$ cat src/rtl/if_id_queue.sv
// IF/ID instruction queue: DEPTH-entry FIFO of {instr, pc} pairs with flush and a combinational head read.
// Optional IF_ID_FLUSH_COUNT_EN adds a saturating count of flushes that discarded entries.
module if_id_queue #(
  parameter int DEPTH = 2,
  parameter int W     = 32
) (
  input  logic                       clk,
  input  logic                       rst,
  input  logic                       in_valid,
  output logic                       in_ready,
  input  logic [W-1:0]               in_instr,
  input  logic [W-1:0]               in_pc,
  output logic                       out_valid,
  input  logic                       out_ready,
  output logic [W-1:0]               out_instr,
  output logic [W-1:0]               out_pc,
  input  logic                       flush,
`ifdef IF_ID_FLUSH_COUNT_EN
  output logic [15:0]                flush_count,
`endif
  output logic [$clog2(DEPTH+1)-1:0] occupancy
);

  localparam int AW = $clog2(DEPTH);
  localparam int CW = $clog2(DEPTH + 1);

  logic [W-1:0]  instr_mem [DEPTH];
  logic [W-1:0]  pc_mem    [DEPTH];
  logic [AW-1:0] rd_ptr_reg;
  logic [AW-1:0] wr_ptr_reg;
  logic [CW-1:0] count_reg;
  logic          push;
  logic          pop;

  // in_ready depends only on stored state, so out_ready never reaches it.
  assign in_ready  = (count_reg < CW'(DEPTH));
  assign out_valid = (count_reg != '0);
  assign push      = in_valid && in_ready && !flush;
  assign pop       = out_valid && out_ready && !flush;
  assign occupancy = count_reg;

  always_ff @(posedge clk or negedge rst) begin
    if (!rst) begin
      rd_ptr_reg <= '0;
      wr_ptr_reg <= '0;
      count_reg  <= '0;
    end else if (flush) begin
      rd_ptr_reg <= '0;
      wr_ptr_reg <= '0;
      count_reg  <= '0;
    end else begin
      if (push) wr_ptr_reg <= wr_ptr_reg + AW'(1);
      if (pop)  rd_ptr_reg <= rd_ptr_reg + AW'(1);
      case ({push, pop})
        2'b10:   count_reg <= count_reg + CW'(1);
        2'b01:   count_reg <= count_reg - CW'(1);
        default: count_reg <= count_reg;
      endcase
    end
  end

  // Storage carries no reset; occupancy alone decides which entries are live.
  always_ff @(posedge clk) begin
    if (push) begin
      instr_mem[wr_ptr_reg] <= in_instr;
      pc_mem[wr_ptr_reg]    <= in_pc;
    end
  end

  assign out_instr = out_valid ? instr_mem[rd_ptr_reg] : '0;
  assign out_pc    = out_valid ? pc_mem[rd_ptr_reg]    : '0;

`ifdef IF_ID_FLUSH_COUNT_EN
  logic [15:0] flush_count_reg;

  always_ff @(posedge clk or negedge rst) begin
    if (!rst) begin
      flush_count_reg <= '0;
    end else if (flush && (count_reg != '0) && (flush_count_reg != 16'hFFFF)) begin
      flush_count_reg <= flush_count_reg + 16'd1;
    end
  end

  assign flush_count = flush_count_reg;
`endif

endmodule

$ cat config.mk
export PLATFORM = sky130hd
export DESIGN_NAME = if_id_queue
export DESIGN_NICKNAME = d
export VERILOG_FILES = /design/src/rtl/if_id_queue.sv
export SDC_FILE = /design/constraint.sdc
export NUM_CORES = 1
export LEC_CHECK = 0
export CORE_ASPECT_RATIO = 0.9
export CORE_MARGIN = 10
export CORE_UTILIZATION = 67
export DETAILED_ROUTE_END_ITERATION = 10
export DONT_BUFFER_PORTS = 1
export GPL_TIMING_DRIVEN = 0
export HOLD_SLACK_MARGIN = 0.06
export PLACE_DENSITY = 0.83
export SLEW_MARGIN = 10
export SYNTH_ARGS = -nofsm -noshare
export SYNTH_HDL_FRONTEND = slang
export SYNTH_SLANG_ARGS = --single-unit
$ cat constraint.sdc
create_clock -name clk -period 12.46 [get_ports clk]
set_clock_uncertainty 0.05 [all_clocks]
set_input_delay 3.738 -clock clk [delete_from_list [all_inputs] [get_ports clk]]
set_output_delay 3.738 -clock clk [all_outputs]
set_load 0.03 [all_outputs]
==> qor.txt, run 1 <==
=================================================================================
Via count of the first global-routing pass                                   2701
Commonest cells after routing, fill and taps aside                   edfxtp_1, nor2_1, mux2i_1
Port buffer count                                                               0
IR Drop Worst-Case VDD                                                   0.141 mV
GR Util met3                                                               0.0960
Most congested layer reported by global routing                              met2
Setup TNS Final                                                              0 ns
Share of synthesized cell area in and, or, nand and nor gates              0.0605
Violation count after the first detailed-route iteration                      138
Launching element type of the critical path                                  flop
Setup repair after global routing missed its margin                            no
Global-route total usage across every layer                                 0.173
Largest cells by area after synthesis                                edfxtp_1, mux2i_1, nor2_1, dfrtp_1, buf_8
Leakage dissipation                                                       2.00 nW
Area fraction of the dominant cell type after synthesis                     0.755
MaxCap Viol Count                                                               0
Average instance area after synthesis                                    17.4 µm²
Total power density per cell area                                      186 nW/µm²
Worst Setup End Kind                                                  output port
Pin slew with the least headroom to its limit                            0.947 ns
Final-stage net count                                                         394
Final number of hold-violating endpoints                                        0
TritonCTS clock tree                                                        built
Share of the synthesized netlist area taken by xor and xnor gates         0.00344
Core Region                                                              7470 µm²
FMAX                                                                      167 MHz
Effective utilization at floorplan                                          0.681
Yosys warnings                                                                  0
Die width                                                                  112 µm
Synth Instances                                                               293
Routability congestion estimate from global placement                       0.741
Wire length of the first global-routing pass                             14900 µm
Routed wire length                                                        9900 µm
Final worst-path cycle share                                                0.480
Minimum clock period                                                      5.98 ns
Hold-fix buffers at CTS                                                         0
Register clock-pin slew on the reported worst setup and hold paths        0.06 ns
Critical path type                                                   flop to output port
Status                                                               finished, final reports clean
Count of buffers added by post-CTS timing repair for setup                      0
Final slew viol count                                                           0
TritonCTS Buffers                                                              17
Clock network latency to the later pin of the worst-skew pair             0.51 ns
Placed Instance Area                                                     5370 µm²
# rows                                                                         30
Die extent in y                                                            103 µm
Maximum buffer depth of the clock tree                                          2
Sequential cell area fraction in the yosys report                           0.775
Critical path peak fanout                                                      10
Final standard cell area without fillers                                 5970 µm²
Met2 usage                                                                  0.314
PostCTS Resize Cnt                                                              0
Share of the synthesized area in compound gates (AO/OA/AOI/OAI)           0.00393
Largest net degree at the start of global routing                              17
Post-detailed-route DRC marker count                                            0
Per-cell via count in the routed design                                      5.80
Total standard cell area after synthesis                                 5090 µm²
Share of cells above drive strength 1                                       0.186
Final HPWL DP                                                             7240 µm
Remaining Overflow, GRT                                                         0
Clock Tree Root                                                          clkbuf_8
Required time of the critical path                                        8.67 ns
Number of failing setup endpoints in the final timing report                    0
Post-route core utilization                                                 0.799
Number of sinks driven by the clock tree                                      132
Signal arrival time at the worst endpoint                                 2.19 ns
Number of antenna violations at the first check in global routing               0
Number of vias in the routed layout                                          2518
Worst R2R Setup Slack                                                     9.92 ns
Number of filler cells placed in the layout                                   409
Count of pins on the block boundary                                           137
#FFs+latches synth                                                            132
Most common cell after layout, fill and taps aside                       edfxtp_1
Top cell type by total area after synthesis                              edfxtp_1
Adder-cell share of the synthesized area                                        0
Antenna Nets Post-Route                                                         0
Pre-antenna DRT Iters                                                           4
Count of antenna diodes in the layout                                           0
Syn-to-layout area delta                                                    17.3%
Max-slew headroom                                                           0.365
Detail-routed net length per standard cell                                22.8 µm
Grt met1 use                                                                0.161
Die Area                                                                11500 µm²
Number of H-tree branching levels                                               4
Library cells used by synthesis                                                21
Mux share of post-synthesis cell area                                       0.128
Classification of the worst-slack hold path                          flop to flop
Number of nets in the synthesized netlist                                     362
Largest family of logic cells by synthesized area                    multiplexers
=================================================================================
## routing by layer
layer  vias up  routed length (µm)
met5         -                   0
met4         0                 120
met3        13                1120
met2       100                5420
met1      1258                3240
li1       1147                   -
## kinds of logic (layout without fill, tap and decap cells)
kind of cell | count (synthesis) | after routing
XOR/XNOR | 2 | 2
AND/OR/NAND/NOR | 74 | 74
multiplexers | 65 | 65
buffers and inverters | 16 | 61
flip-flops | 132 | 132
AO/OA/AOI/OAI | 4 | 4
## critical path, cell delays in order, from the launching register on
cell and delay (ns):
dfrtp_1 0.63, nor2_1 0.12, buf_2 0.22, buf_4 0.20
nor2_1 0.51
## where the power goes
part	total (W)	internal, W	leakage (nW)	switching (W)
Clock	0.000501	0.000325	0.292	0.000176
Sequential	0.000514	0.000508	1.23	0.00000594
Combinational	0.0000962	0.0000277	0.481	0.0000685
Total	0.00111	0.000860	2.00	0.000251
## final timing paths
check / cells past startpoint / end / start
setup reg to reg: 5 / instr_mem[0][25] / occupancy[1]
min in group asynchronous: 0 / occupancy[0] / rst
hold / removal: 2 / wr_ptr_reg / wr_ptr_reg
max in group asynchronous: 0 / rd_ptr_reg / rst
setup / recovery: 4 / out_instr[23] / occupancy[1]
hold reg to reg: 2 / wr_ptr_reg / wr_ptr_reg
## synth_stat cells
| master | instances |
|---|---|
| inv_2 | 1 |
| buf_2 | 2 |
| edfxtp_1 | 128 |
| o21ai_0 | 2 |
| buf_6 | 1 |
| a21oi_1 | 2 |
| nand2b_1 | 1 |
| nor2b_1 | 1 |
| nor3b_1 | 1 |
| inv_1 | 1 |
| buf_4 | 6 |
| dfrtp_1 | 4 |
| nor2_1 | 67 |
| mux2_2 | 1 |
| xor2_1 | 2 |
| buf_8 | 5 |
| nand2_1 | 1 |
| nand2b_4 | 1 |
| nor3_1 | 1 |
| mux2i_1 | 64 |
| nor2b_4 | 1 |
## cell type report
| cell class | instances | area (µm²) | area share |
|---|---|---|---|
| buffer | 14 | 141 | 0.0237 |
| tap | 96 | 120 | 0.0201 |
| clock inverter | 13 | 181 | 0.0304 |
| sequential | 132 | 3940 | 0.661 |
| clock buffer | 19 | 422 | 0.0706 |
| inverter | 2 | 7.51 | 0.00126 |
| multi-input combinational | 145 | 1010 | 0.169 |
| timing repair buffer | 13 | 146 | 0.0245 |
## per-stage QoR
step | power [W] | std cells | hold slack (ns) | worst slack, ns
final | 0.00111 | 434 | 0.548 | 6.48
after global routing | 0.00115 | 434 | 0.619 | 6.35
after CTS | 0.00112 | 434 | 0.548 | 6.43
after detailed placement | 0.000620 | 402 | 0.544 | 6.90
after global placement | 0.000616 | 389 | 0.487 | 1.14
after floorplan | 0.000602 | 293 | 0.469 | 3.35
No activity file was read; power rests on OpenSTA's default activity.
==> run 2: changes to the inputs <==
CORE_UTILIZATION = 56   (was 67)
PLACE_DENSITY = 0.74   (was 0.83)
clock period = 5.2 ns   (was 12.46 ns; I/O delays follow)
==> run 2 against run 1 <==
Net effect: die area is 16% higher; combinational power is 140% higher; via count down 3.3%; sequential power up 140%; clock-buffer cell count decreased by 2; total power increased by 130%; final cell count rose by 3.7%.
==> qor.txt, run 2 (synthesis gave the netlist of run 1 again) <==
========================================================================================
Status                                                                      finished, final reports clean
Final worst-path cycle share                                                       0.726
Total power density per cell area                                             433 nW/µm²
Commonest cells after routing, fill and taps aside                          edfxtp_1, nor2_1, mux2i_1
Count of buffers added by post-CTS timing repair for setup                             0
Largest net degree at the start of global routing                                     18
TritonCTS Buffers                                                                     17
Buffer and inverter count on the worst path                                            2
Launching element type of the critical path                                         flop
Maximum buffer depth of the clock tree                                                 2
Clock network latency to the later pin of the worst-skew pair                    0.50 ns
Count of pins on the block boundary                                                  137
Max-slew headroom                                                                  0.509
MaxCap Viol Count                                                                      0
Critical path type                                                          flop to output port
Number of vias in the routed layout                                                 2436
Register clock-pin slew on the reported worst setup and hold paths               0.06 ns
Leakage dissipation                                                              1.99 nW
# rows                                                                                32
DP Cell Count                                                                        420
Effective utilization at floorplan                                                 0.583
Number of sinks driven by the clock tree                                             132
Setup TNS Final                                                                     0 ns
Antenna Nets Post-Route                                                                0
Die Area                                                                       13300 µm²
Final standard cell area without fillers                                        6020 µm²
Final slew viol count                                                                  0
Global-route total usage across every layer                                        0.142
Placed Instance Area                                                            5440 µm²
Final number of hold-violating endpoints                                               0
IR Drop Worst-Case VDD                                                          0.284 mV
Total power consumption of the routed design                                   0.00260 W
Setup repair after global routing missed its margin                                   no
Per-cell via count in the routed design                                             5.41
Post-detailed-route DRC marker count                                                   0
Minimum clock period                                                             3.77 ns
Required time of the critical path                                               3.59 ns
Slowest stage delay, CP                                                          0.62 ns
Hold-fix buffers at CTS                                                                0
Pin slew with the least headroom to its limit                                   0.735 ns
FMAX                                                                             265 MHz
Critical path peak fanout                                                             10
Pre-antenna DRT Iters                                                                  4
Category of cells accounting for the largest share of critical-path delay   simple AND/OR/NAND/NOR gates
Final cell count without fillers                                                     450
Final HPWL DP                                                                    6860 µm
Combined area of the multi-input logic cells                                    1020 µm²
Classification of the worst-slack hold path                                 flop to flop
Number of antenna violations at the first check in global routing                      0
Via count of the first global-routing pass                                          2589
Critical Path, Cell by Cell                                                 nor2_1, buf_2, buf_4, nor2_1
Die width                                                                         120 µm
PostCTS Resize Cnt                                                                     0
Signal arrival time at the worst endpoint                                        2.16 ns
Area used by sequential logic in the layout                                     3940 µm²
Clock Tree Root                                                                 clkbuf_8
Routability congestion estimate from global placement                              0.750
TritonCTS clock tree                                                               built
Most common cell type on the critical path                                        nor2_1
Routed wire length                                                               9350 µm
Final-stage net count                                                                389
Remaining Overflow, GRT                                                                0
Most common cell after layout, fill and taps aside                              edfxtp_1
Count of antenna diodes in the layout                                                  0
Die extent in y                                                                   110 µm
Share of cells above drive strength 1                                              0.172
Worst Setup End Kind                                                         output port
Critical path's slowest cell                                                     dfrtp_1
Wire length of the first global-routing pass                                    14500 µm
Violation count after the first detailed-route iteration                             114
Detail-routed net length per standard cell                                       20.8 µm
Core Region                                                                     8730 µm²
Number of filler cells placed in the layout                                          602
Number of H-tree branching levels                                                      4
Port buffer count                                                                      0
Number of failing setup endpoints in the final timing report                           0
Syn-to-layout area delta                                                           18.3%
========================================================================================
-- run 2: cell types whose count changed in the layout (fill, tap and decap cells not counted), moves of 2 or more --
cell | previous run | this run
buf_6 | 12 | 1
buf_16 | 0 | 5
buf_8 | 6 | 8
clkbuf_1 | 2 | 0
clkinv_2 | 4 | 2
clkinv_4 | 1 | 3
-- run 2: final timing paths --
path / end / slack, ns / cells after the start / startpoint
setup / recovery: out_pc[29] / 1.43 / 4 / occupancy[1]
hold / removal: wr_ptr_reg / 0.58 / 2 / wr_ptr_reg
setup reg to reg: pc_mem[1][20] / 2.96 / 4 / occupancy[1]
hold reg to reg: wr_ptr_reg / 0.58 / 2 / wr_ptr_reg
max in group asynchronous: wr_ptr_reg / 4.33 / 0 / rst
min in group asynchronous: occupancy[1] / 0.70 / 0 / rst
-- run 2: worst min-delay path: stages, from the launching register on --
cell	delay, ns
dfrtp_1	0.42
xor2_1	0.09
nor2_1	0.08
-- run 2: per-layer routing --
layer	global-route usage	wire (µm)	up-vias
met2	0.228	4730	100
met4	0.0560	116	0
met5	0	0	-
met1	0.142	3110	1188
li1	-	-	1137
met3	0.0941	1390	11
-- run 2: area by class of cell --
| cell class | instances | area share |
|---|---|---|
| Buffer | 14 | 0.0235 |
| Clock buffer | 17 | 0.0688 |
| Clock inverter | 13 | 0.0268 |
| Inverter | 2 | 0.00125 |
| Multi-Input combinational cell | 145 | 0.169 |
| Sequential cell | 132 | 0.655 |
| Tap cell | 119 | 0.0247 |
| Timing Repair Buffer | 8 | 0.0303 |
-- run 2: report_power, final --
| part | total, W | leakage [nW] | internal [W] | switching, W |
|---|---|---|---|---|
| clock network | 0.00114 | 0.273 | 0.000724 | 0.000416 |
| logic | 0.000235 | 0.486 | 0.0000717 | 0.000164 |
| registers | 0.00123 | 1.23 | 0.00122 | 0.0000132 |
-- run 2: through the flow --
stage / hold slack [ns] / setup slack (ns) / utilization
6_report: 0.577 / 1.43 / 0.690
5_1_grt: 0.606 / 1.32 / 0.690
4_1_cts: 0.588 / 1.39 / 0.690
3_5_place_dp: 0.574 / 1.94 / 0.624
3_3_place_gp: 0.504 / -0.732 / 0.601
2_1_floorplan: 0.486 / 0.525 / -
